<file path="src/rtl/mem_arbiter.sv">
// mem_arbiter
//
// Shares one PicoRV32 native-memory-interface slave between two masters:
// master 0 (CPU) and master 1 (loader/debug). A registered grant state
// machine (IDLE, GNT0, GNT1) selects the owner. The request fields reach
// the slave through a combinational mux on the state register. A watchdog
// aborts a granted transaction that the slave never acknowledges.
//
// Handshake (both master ports and the slave port): a requester raises
// valid and holds valid and every request field stable until it sees
// ready. Ready is a single-cycle completion pulse. The arbiter does not
// register requests.
//
// Optional feature: define MEM_ARB_ROUND_ROBIN_EN to break IDLE ties
// round-robin against the last master served. With the macro undefined,
// m1 wins every tie (fixed priority).
//
// Parameters:
//   TIMEOUT_CYCLES  cycles a grant may wait for s_ready (0 = no watchdog)
//   ERR_RDATA       rdata returned to the master on an aborted transaction
//
// Ports:
//   clk, reset            clock, synchronous active-high reset
//   m0_* / m1_*           master request (valid, instr, addr, wdata, wstrb)
//                         and response (ready, rdata)
//   s_*                   slave request (valid, instr, addr, wdata, wstrb)
//                         and response (ready, rdata)
//   grant                 one-hot owner, bit0 = m0, bit1 = m1, 00 when idle
//   timeout_err           one-cycle pulse when the watchdog aborts
module mem_arbiter #(
    parameter int unsigned TIMEOUT_CYCLES = 1024,
    parameter logic [31:0] ERR_RDATA      = 32'hDEAD_BEEF
) (
    input  logic        clk,
    input  logic        reset,

    input  logic        m0_valid,
    input  logic        m0_instr,
    input  logic [31:0] m0_addr,
    input  logic [31:0] m0_wdata,
    input  logic [3:0]  m0_wstrb,
    output logic        m0_ready,
    output logic [31:0] m0_rdata,

    input  logic        m1_valid,
    input  logic        m1_instr,
    input  logic [31:0] m1_addr,
    input  logic [31:0] m1_wdata,
    input  logic [3:0]  m1_wstrb,
    output logic        m1_ready,
    output logic [31:0] m1_rdata,

    output logic        s_valid,
    output logic        s_instr,
    output logic [31:0] s_addr,
    output logic [31:0] s_wdata,
    output logic [3:0]  s_wstrb,
    input  logic        s_ready,
    input  logic [31:0] s_rdata,

    output logic [1:0]  grant,
    output logic        timeout_err
);

    typedef enum logic [1:0] {
        IDLE = 2'd0,
        GNT0 = 2'd1,
        GNT1 = 2'd2
    } state_t;

    localparam bit          TO_EN   = (TIMEOUT_CYCLES != 0);
    localparam logic [15:0] TO_LAST = (TIMEOUT_CYCLES == 0) ? 16'd0
                                                             : 16'(TIMEOUT_CYCLES - 1);

    state_t      state;
    logic [15:0] cnt;
    logic        last;       // last master served: 0 = m0, 1 = m1

    logic        granted;
    logic        sel1;       // m1 owns the slave
    logic        gnt_valid;  // valid of the current owner
    logic        expired;    // watchdog fires this cycle
    logic        tie_pick1;  // winner of an IDLE tie is m1

    always_comb begin
        granted   = (state == GNT0) || (state == GNT1);
        sel1      = (state == GNT1);
        gnt_valid = sel1 ? m1_valid : m0_valid;
        // s_ready in the timeout cycle wins, so the watchdog only fires
        // when the slave is silent. A dropped valid is an abort, not a
        // timeout.
        expired   = TO_EN && granted && gnt_valid && !s_ready && (cnt == TO_LAST);
    end

`ifdef MEM_ARB_ROUND_ROBIN_EN
    assign tie_pick1 = ~last;
`else
    // Fixed priority: m1 wins. last is still maintained for observability.
    assign tie_pick1 = 1'b1;
    logic unused_last;
    assign unused_last = last;
`endif

    // Slave request mux. Everything is zero while idle so the slave sees a
    // clean bus between transactions.
    always_comb begin
        s_valid = granted && gnt_valid && !expired;
        s_instr = 1'b0;
        s_addr  = 32'd0;
        s_wdata = 32'd0;
        s_wstrb = 4'd0;
        if (state == GNT0) begin
            s_instr = m0_instr;
            s_addr  = m0_addr;
            s_wdata = m0_wdata;
            s_wstrb = m0_wstrb;
        end else if (state == GNT1) begin
            s_instr = m1_instr;
            s_addr  = m1_addr;
            s_wdata = m1_wdata;
            s_wstrb = m1_wstrb;
        end
    end

    // Response routing. Only the owner can see ready; rdata is shared and
    // replaced by ERR_RDATA for the owner when the watchdog fires.
    always_comb begin
        m0_ready    = (state == GNT0) && (s_ready || expired);
        m1_ready    = (state == GNT1) && (s_ready || expired);
        m0_rdata    = ((state == GNT0) && expired) ? ERR_RDATA : s_rdata;
        m1_rdata    = ((state == GNT1) && expired) ? ERR_RDATA : s_rdata;
        timeout_err = expired;
        grant       = {state == GNT1, state == GNT0};
    end

    always_ff @(posedge clk) begin
        if (reset) begin
            state <= IDLE;
            cnt   <= 16'd0;
            last  <= 1'b1;   // m0 wins the first round-robin tie
        end else begin
            case (state)
                IDLE: begin
                    cnt <= 16'd0;
                    if (m0_valid && m1_valid)
                        state <= tie_pick1 ? GNT1 : GNT0;
                    else if (m0_valid)
                        state <= GNT0;
                    else if (m1_valid)
                        state <= GNT1;
                end
                GNT0, GNT1: begin
                    if (s_ready || expired) begin
                        // Completion always passes through IDLE so that
                        // s_valid drops between transactions.
                        state <= IDLE;
                        last  <= sel1;
                        cnt   <= 16'd0;
                    end else if (!gnt_valid) begin
                        state <= IDLE;
                        cnt   <= 16'd0;
                    end else begin
                        cnt <= cnt + 16'd1;
                    end
                end
                default: begin
                    state <= IDLE;
                    cnt   <= 16'd0;
                end
            endcase
        end
    end

endmodule

</file>
<file path="config.mk">
export PLATFORM = sky130hd
export DESIGN_NAME = mem_arbiter
export DESIGN_NICKNAME = d
export VERILOG_FILES = /design/src/rtl/mem_arbiter.sv
export SDC_FILE = /design/constraint.sdc
export NUM_CORES = 1
export LEC_CHECK = 0
export ABC_AREA = 0
export BUFFER_PORTS_ARGS = -buffer_cell sky130_fd_sc_hd__buf_4
export CAP_MARGIN = 10
export CORE_AREA = 2 2 121 123
export CTS_BUF_LIST = sky130_fd_sc_hd__clkbuf_4
export DETAILED_ROUTE_END_ITERATION = 16
export DIE_AREA = 0 0 123 125
export PLACE_DENSITY = 0.61
export SLEW_MARGIN = 25
export SYNTH_ARGS = -nofsm -noshare
export SYNTH_HDL_FRONTEND = slang
export SYNTH_SLANG_ARGS = --single-unit
</file>
<file path="constraint.sdc">
create_clock -name clk -period 2 [get_ports clk]
set_input_delay 0.4 -clock clk [delete_from_list [all_inputs] [get_ports clk]]
set_output_delay 0.4 -clock clk [all_outputs]
set_load 0.02 [all_outputs]
</file>
# == Yosys cells after proc, flatten, opt, wreduce, memory -nomap -nowiden ==
# Index checks and enable logic that the tools add are counted.
# word_totals
reg_bits,18
input_bits,175
output_inout_bits,139
# classes
addsub,1
eq_ne,5
muxes,17
bitwise,2
reduce_logical,17
# op_table
operator,n
2-to-1 mux 32 bit,6
"adder 16 x 1 -> 16 bit, second input constant",1
"equality test 16 x 10 -> 1 bit, second input constant",1
2-to-1 mux 2 bit,5
logical AND 1 bit,9
2-to-1 mux 4 bit,2
"inequality test 4 bit, second input constant",1
one-hot mux 2 bit (2 select lines),1
OR reduction 4 bit,1
2-to-1 mux 1 bit,3
"inequality test 3 bit, second input constant",1
"equality test 2 x 1 -> 1 bit, second input constant",1
"equality test 2 bit, second input constant",1
zero test 1 bit,2
zero test 2 bit,1
logical OR 1 bit,2
inverter 1 bit,2
AND reduction 2 bit,1
OR reduction 2 bit,1

# == Depth between registers and ports, before layout ==
# Gate-level depths: netlist (run 1).
# logic_depth
word_depth,8
mapped_depth,9

# == Least setup slack after synthesis (run 1) ==
# No wires, ideal clock.
# synth_path
path_type,reg2out
from,reg state[0]
to,out s_addr[0]
arrival_time_ps,1823
t_required_ps,1600
slack_ps,-223
stages_incl_launch_ff,8
n_path_buf,3
path_cell_list,dfxtp_1 > inv_1 > ha_1 > buf_2 > clkbuf_1 > buf_1 > nand2_1 > o21ai_0
# synth_via
elab_chain_len,3
elab_cells_between_ends,4
cone_classes,2 x eq/ne; 2 x mux
# synth_lines
item,line_no,source
"start, declared",75,state_t state;
"start signal, assigned",146,state <= tie_pick1 ? GNT1 : GNT0;
equality test 2 bit,-,
via sel1,80,logic sel1;
2-to-1 mux 32 bit,117,end else if (state == GNT1) begin
2-to-1 mux 32 bit,112,if (state == GNT0) begin
"end, declared",55,"output logic [31:0] s_addr,"
# The timed path passes the listed nets, and every way through them passes these cells.

# == Final worst setup path (run 1) ==
# layout_path
from,reg cnt[14]
to,out m1_rdata[14]
# layout_via
elab_chain_len,4
# layout_lines
item,line_no,source
"start, declared",76,logic [15:0] cnt;
"start signal, assigned",163,cnt <= cnt + 16'd1;
equality test 16 x 10 -> 1 bit,92,expired = TO_EN && granted && gnt_valid && !s_ready && (cnt == TO_LAST);
logical AND 1 bit,92,
logical AND 1 bit,131,m1_rdata = ((state == GNT1) && expired) ? ERR_RDATA : s_rdata;
2-to-1 mux 32 bit,131,
"end, declared",51,"output logic [31:0] m1_rdata,"
# Every way passes these cells.

==> impl_metrics.py, run 1 <==
metrics = {
    "clocking": {
        "cts_tree": "done",
        "cts_sinks": 18,
        "clockBufferDepth": 2,
        "h-tree-depth": 1,
        "cts.clk_slew.worst_paths_ns": 0.10,
        "clock-root-buffer": "clkbuf_4",
        "clock_latency_ns": 0.29,
        "hold_buffers": 0,
        "numCtsBuffers": 3,
    },
    "route": {
        "wl_um": 15000,
        "wl_per_cell_um": 15.64,
        "first_iter_violations": 124,
        "viasPerCell": 4.388,
        "drtPass1Iterations": 4,
        "ant_nets": 0,
        "vias": 4208,
        "remaining_drc_errors": 0,
    },
    "yosys": {
        "synth_edf_count": 0,
        "ys_ff_latch": 18,
        "synth_cell_types": 40,
        "synthCells": 406,
        "ys_seq_area_frac": 0.1480,
        "syn_avg_cell_area_sq_um": 5.997,
        "synth.top_cell.area_share": 0.2097,
        "synth-warning-count": 0,
        "yosysTopAreaCell": "nand2_1",
        "synth_ff_type": "dfxtp_1",
        "async_reset_ff_frac": 0,
        "syn_nets": 585,
        "ys_top_cells_by_area": "nand2_1 (21%), dfxtp_1 (15%), o21ai_0 (13%)",
        "synth.cell_area_sq_mm": 0.002435,
    },
    "timing": {
        "final_hold_viol_count": 0,
        "fin_tns_setup_ns": -36.82,
        "fmaxAchievable_mhz": 403.5,
        "worst_pin_slew_ns": 0.3454,
        "min_period_ns": 2.478,
        "grt_setup_unrepaired": "yes",
        "fin_ws_ns": -0.4785,
        "drv_slew": 0,
        "setup_viol": 137,
        "skew_ns": 0.003885,
        "slew_headroom": 0.7676,
        "finalCritPeriodShare": 1.239,
    },
    "final_layout": {
        "diodes": 0,
        "final_cells": 959,
        "syn_to_final_growth_pct": 200.0,
        "layout-drive-gt1-share": 0.7445,
        "nets": 955,
        "multi_input_area_sq_mm": 0.002654,
        "fillers": 1279,
        "ff_latch_area_sq_um": 365.4,
    },
    "floorplanning": {
        "fp.dieH_um": 125,
        "ioPinCount": 314,
        "die_area_sq_mm": 0.01538,
        "coreArea_sq_mm": 0.01420,
        "core.rowCount": 44,
        "die_w_um": 123,
        "initial_core_util": 0.1714,
    },
    "global_route": {
        "grt_max_degree": 33,
        "grt_pass1_wl_um": 22070,
        "grt_pass1_vias": 4010,
        "track_usage": 0.1803,
        "grt-ovfl-total": 0,
        "antenna_found_initial": 0,
    },
    "pwr": {
        "power_density_mw_per_mm2": 299.2,
        "p_leak_nw": 3.459,
        "peakVddDrop_uv": 301.2,
    },
    "placed_design": {
        "post-dp-hpwl_um": 10530,
        "place_congestion": 0.7787,
        "dpl.cell_count": 915,
        "port_buffers": 313,
        "dp_slack_ns": -0.1637,
    },
    "worst_setup_path": {
        "critPathMaxStageDelay_ns": 0.55,
        "crit_path_end_kind": "output pin",
        "cp-start-kind": "flop",
        "crit_buf_inv": 2,
        "crit_chain": "or4_4 -> nor4_4 -> nand4_2 -> buf_12 -> and2_1 -> buf_4",
        "critical-path-top-delay-family": "simple AND/OR/NAND/NOR gates",
        "required_ns": 1.60,
        "path_class": "reg2out",
        "cp_slowest_cell": "or4_4",
        "cp.arrival_ns": 2.08,
        "r2r_slack_ns": 0.17,
        "path_max_fanout": 32,
    },
    "worst_hold_path": {
        "hp-class": "in2reg",
    },
    "outcome": {
        "outcome": "complete, but fails checks",
        "violations": "negative setup slack",
    },
    "job": {
        "maxCapViolCount": 0,
    },
}
cells in the final DEF (no fill, tap or decap), types with 3 or more instances in the layout:
cell / count
a22o_1: 3
and2_4: 14
buf_12: 17
buf_16: 15
buf_4: 240
buf_6: 118
buf_8: 8
clkbuf_4: 3
dfxtp_1: 16
inv_1: 4
nand2_1: 65
nand2_2: 60
nand2_4: 11
nand2b_1: 38
nand2b_4: 8
nand3_1: 5
nand4_1: 3
nor2_1: 20
nor3_1: 3
nor4_1: 6
o21ai_2: 40
o21ai_4: 23
or2b_1: 4
xnor2_1: 10
xor2_1: 4
worst register-to-register path, stage by stage, from the launching register on:
cell and delay (ns):
dfxtp_4 0.38, inv_4 0.04, ha_1 0.28, nand2b_1 0.08, buf_4 0.14, nand2b_1 0.15
or3_1 0.41, buf_12 0.18, nor2_1 0.10
where the power goes:
part	leakage [nW]	internal, mW	switching (mW)
combinational	3.30	0.906	0.728
clock	0.0154	0.0726	0.113
sequential	0.146	0.361	0.00341
cell families after synthesis:
| group | after synthesis | share of synthesized area |
|---|---|---|
| AO/OA/AOI/OAI | 74 | 0.1624 |
| XOR/XNOR | 14 | 0.05036 |
| adder cells (fa/ha/maj) | 4 | 0.02056 |
| buffers and inverters | 39 | 0.08068 |
| flip-flops | 18 | 0.1480 |
| multiplexers | 3 | 0.01285 |
| AND/OR/NAND/NOR | 254 | 0.5252 |
timing repair:
item / 4_1_cts / 5_1_grt
setup endpoints to repair: 137 / 155
gates cloned: 16 / 0
setup buffers: 27 / 6
resized for setup: 283 / 58
pin swaps: 57 / 15
Yosys cell counts, types with 5 or more instances:
cell,count
and2_1,12
buf_2,6
clkbuf_1,19
dfxtp_1,18
inv_1,6
nand2_1,136
nand2b_1,46
nand3_1,5
nor2_1,20
nor4_1,6
o21ai_0,65
xnor2_1,10
registers in the layout, indices dropped and copies added (netlist names):
name and flops:
cnt 16, state 2
final timing paths:
path            start      endpoint  depth (start not counted)
max           cnt[14]  m1_rdata[14]                          6
min             reset      state[0]                          3
max reg2reg  state[0]        cnt[4]                          8
min reg2reg    cnt[0]        cnt[0]                          2
metal layers:
layer,routed length [um],GRT usage
met5,0,0
met4,505,0.05949
met3,1165,0.04106
met2,7507,0.3117
met1,5817,0.2181
through the flow:
step	hold WS [ns]	area [sq um]	util	total power, mW
after global routing	0.4224	7305	0.5143	2.291
after floorplan	0.4378	2681	-	0.9035
after CTS	0.4232	7094	0.4995	2.154
final	0.4272	7305	0.5143	2.185
after detailed placement	0.5244	5520	0.3887	1.568
after global placement	0.5191	5520	0.3887	1.564
layout make-up:
type / instances / area share
repair buffers: 398 / 0.5481
multi-input cells: 349 / 0.3633
flip-flops and latches: 18 / 0.05002
well taps: 184 / 0.03152
inverters: 6 / 0.003426
clock buffers: 3 / 0.003083
clock inverters: 1 / 0.0005139
No activity file was read; power rests on OpenSTA's default activity.
==> inputs of run 2 (changes only) <==
- CORE_AREA: 2 2 121 123 -> 2 2 122 124
- DIE_AREA: 0 0 123 125 -> 0 0 124 126
- PLACE_DENSITY: 0.61 -> 0.59
- clock period: 2 -> 2.8 ns (I/O delays scaled with it)
==> impl_metrics.py, run 2 (synthesis gave the netlist of run 1 again) <==
metrics = {
    "outcome": {
        "outcome": "complete, no violations",
    },
    "final_layout": {
        "largestRegisters": "cnt: 16 flops, state: 2 flops",
        "final_cells": 886,
        "largest_reg_flops": 16,
        "final_common_cell": "buf_4",
        "multi_input_area_sq_mm": 0.001896,
        "layout_common_cells": "buf_4 (321), nand2_1 (136), o21ai_0 (65), nand2b_1 (46), nor2_1 (19)",
        "layout-drive-gt1-share": 0.4900,
        "utilization": 0.3504,
        "largest-register": "cnt",
        "nets": 882,
        "fillers": 1581,
        "postLayoutCellArea_sq_mm": 0.005015,
        "syn_to_final_growth_pct": 106.0,
        "ff_latch_area_sq_um": 360.3,
        "diodes": 0,
    },
    "floorplanning": {
        "coreArea_sq_mm": 0.01431,
        "initial_core_util": 0.1701,
        "ioPinCount": 314,
        "core.rowCount": 44,
        "die_w_um": 124,
        "die_area_sq_mm": 0.01562,
        "fp.dieH_um": 126,
    },
    "timing": {
        "skew_ns": 0.008699,
        "fin_ws_ns": 0.1013,
        "worst_pin_slew_ns": 0.5528,
        "slew_headroom": 0.6314,
        "setup_viol": 0,
        "fmaxAchievable_mhz": 370.5,
        "finalCritPeriodShare": 0.9638,
        "min_period_ns": 2.699,
        "fin_tns_setup_ns": 0,
        "final_hold_viol_count": 0,
        "drv_slew": 0,
    },
    "route": {
        "first_iter_violations": 208,
        "wl_per_cell_um": 13.09,
        "remaining_drc_errors": 0,
        "ant_nets": 0,
        "drtPass1Iterations": 6,
        "vias": 3587,
        "viasPerCell": 4.049,
        "wl_um": 11600,
    },
    "job": {
        "maxCapViolCount": 0,
    },
    "global_route": {
        "grt-ovfl-total": 0,
        "grt_pass1_vias": 3148,
        "grt_pass1_wl_um": 16680,
        "track_usage": 0.1319,
        "antenna_found_initial": 0,
        "grt_max_degree": 85,
    },
    "pwr": {
        "clock_power_share": 0.117,
        "peakVddDrop_uv": 170.5,
        "swShare": 0.3985,
        "power_switching_mw": 0.4639,
        "power_density_mw_per_mm2": 232.1,
        "power_frac_seq": 0.224,
        "combPwrFrac": 0.660,
        "p_leak_nw": 2.427,
        "power.internal_mw": 0.7001,
    },
    "worst_hold_path": {
        "hp-class": "reg2reg",
    },
    "worst_setup_path": {
        "cp-start-kind": "flop",
        "endpoint": "m1_rdata[4]",
        "required_ns": 2.24,
        "r2r_slack_ns": 0.55,
        "r2r_end": "state[0]",
        "cp-startpoint": "cnt[14]",
        "path_class": "reg2out",
        "path_max_fanout": 32,
        "crit_path_end_kind": "output pin",
        "r2r_cells": 7,
        "cp.arrival_ns": 2.14,
        "r2r-start": "state[0]",
    },
    "clocking": {
        "cts_tree": "done",
        "clock-root-buffer": "clkbuf_4",
        "numCtsBuffers": 3,
        "clockBufferDepth": 2,
        "clock_latency_ns": 0.30,
        "cts_resized": 0,
        "cts.clk_slew.worst_paths_ns": 0.11,
        "hold_buffers": 0,
        "h-tree-depth": 1,
        "cts_sinks": 18,
        "cts_setup_buffers": 0,
    },
    "placed_design": {
        "port_buffers": 313,
        "post-dp-hpwl_um": 9566,
        "dpl_cell_area_sq_mm": 0.004971,
        "dp_slack_ns": 0.3523,
        "place_congestion": 0.8163,
        "dpl.cell_count": 882,
    },
}
-- run 2: changes by cell type in the layout (fill, tap and decap cells not counted), moves of 11 or more --
cell,before,now
buf_6,118,0
nand2_2,60,0
o21ai_2,40,0
buf_4,240,321
o21ai_4,23,0
nand2_1,65,136
buf_16,15,0
o21ai_0,0,65
nand2_4,11,0
buf_12,17,2
-- run 2: layer usage --
layer,vias to the layer above,GRT usage,part of all wire
met4,0,0.01785,0.010
met1,1533,0.1625,0.39
met3,12,0.02672,0.095
met5,-,0,0
met2,133,0.2395,0.50
li1,1909,-,-
-- run 2: final cells by class --
class	count	share of cell area
flip-flops and latches	18	0.07186
repair buffers	325	0.4945
clock inverters	1	0.0007485
inverters	6	0.004491
clock buffers	3	0.004491
multi-input cells	349	0.3780
well taps	184	0.04591
-- run 2: how the worst min path moves through the flow --
stage / slack [ns] / startpoint / cells after the start / to
after floorplan: 0.44 / cnt[0] / 1 / cnt[0]
after global placement: 0.46 / cnt[0] / 1 / cnt[0]
after detailed placement: 0.47 / cnt[0] / 1 / cnt[0]
after CTS: 0.49 / cnt[0] / 1 / cnt[0]
after global routing: 0.55 / cnt[0] / 1 / cnt[0]
final: 0.49 / cnt[0] / 1 / cnt[0]
-- run 2: power groups by stage --
| stage | Sequential (mW) | Combinational [mW] | Clock (mW) |
|---|---|---|---|
| after detailed placement | 0.266 | 0.774 | 0 |
| final | 0.260 | 0.768 | 0.136 |
| after floorplan | 0.266 | 0.339 | 0 |
| after global routing | 0.261 | 0.827 | 0.154 |
| after CTS | 0.260 | 0.776 | 0.139 |
| after global placement | 0.266 | 0.774 | 0 |
-- run 2: through the flow --
stage / hold WS [ns] / power (mW)
6_report: 0.4923 / 1.164
2_1_floorplan: 0.4378 / 0.6046
5_1_grt: 0.5460 / 1.242
4_1_cts: 0.4911 / 1.176
3_3_place_gp: 0.4555 / 1.040
3_5_place_dp: 0.4663 / 1.040
-- run 2: worst max-delay path, cell delays in order, from the launching register on --
cell     delay, ns
dfxtp_1       0.35
or4_4         0.58
nor4_4        0.22
nand4_2       0.16
buf_8         0.20
and2_1        0.17
buf_4         0.15
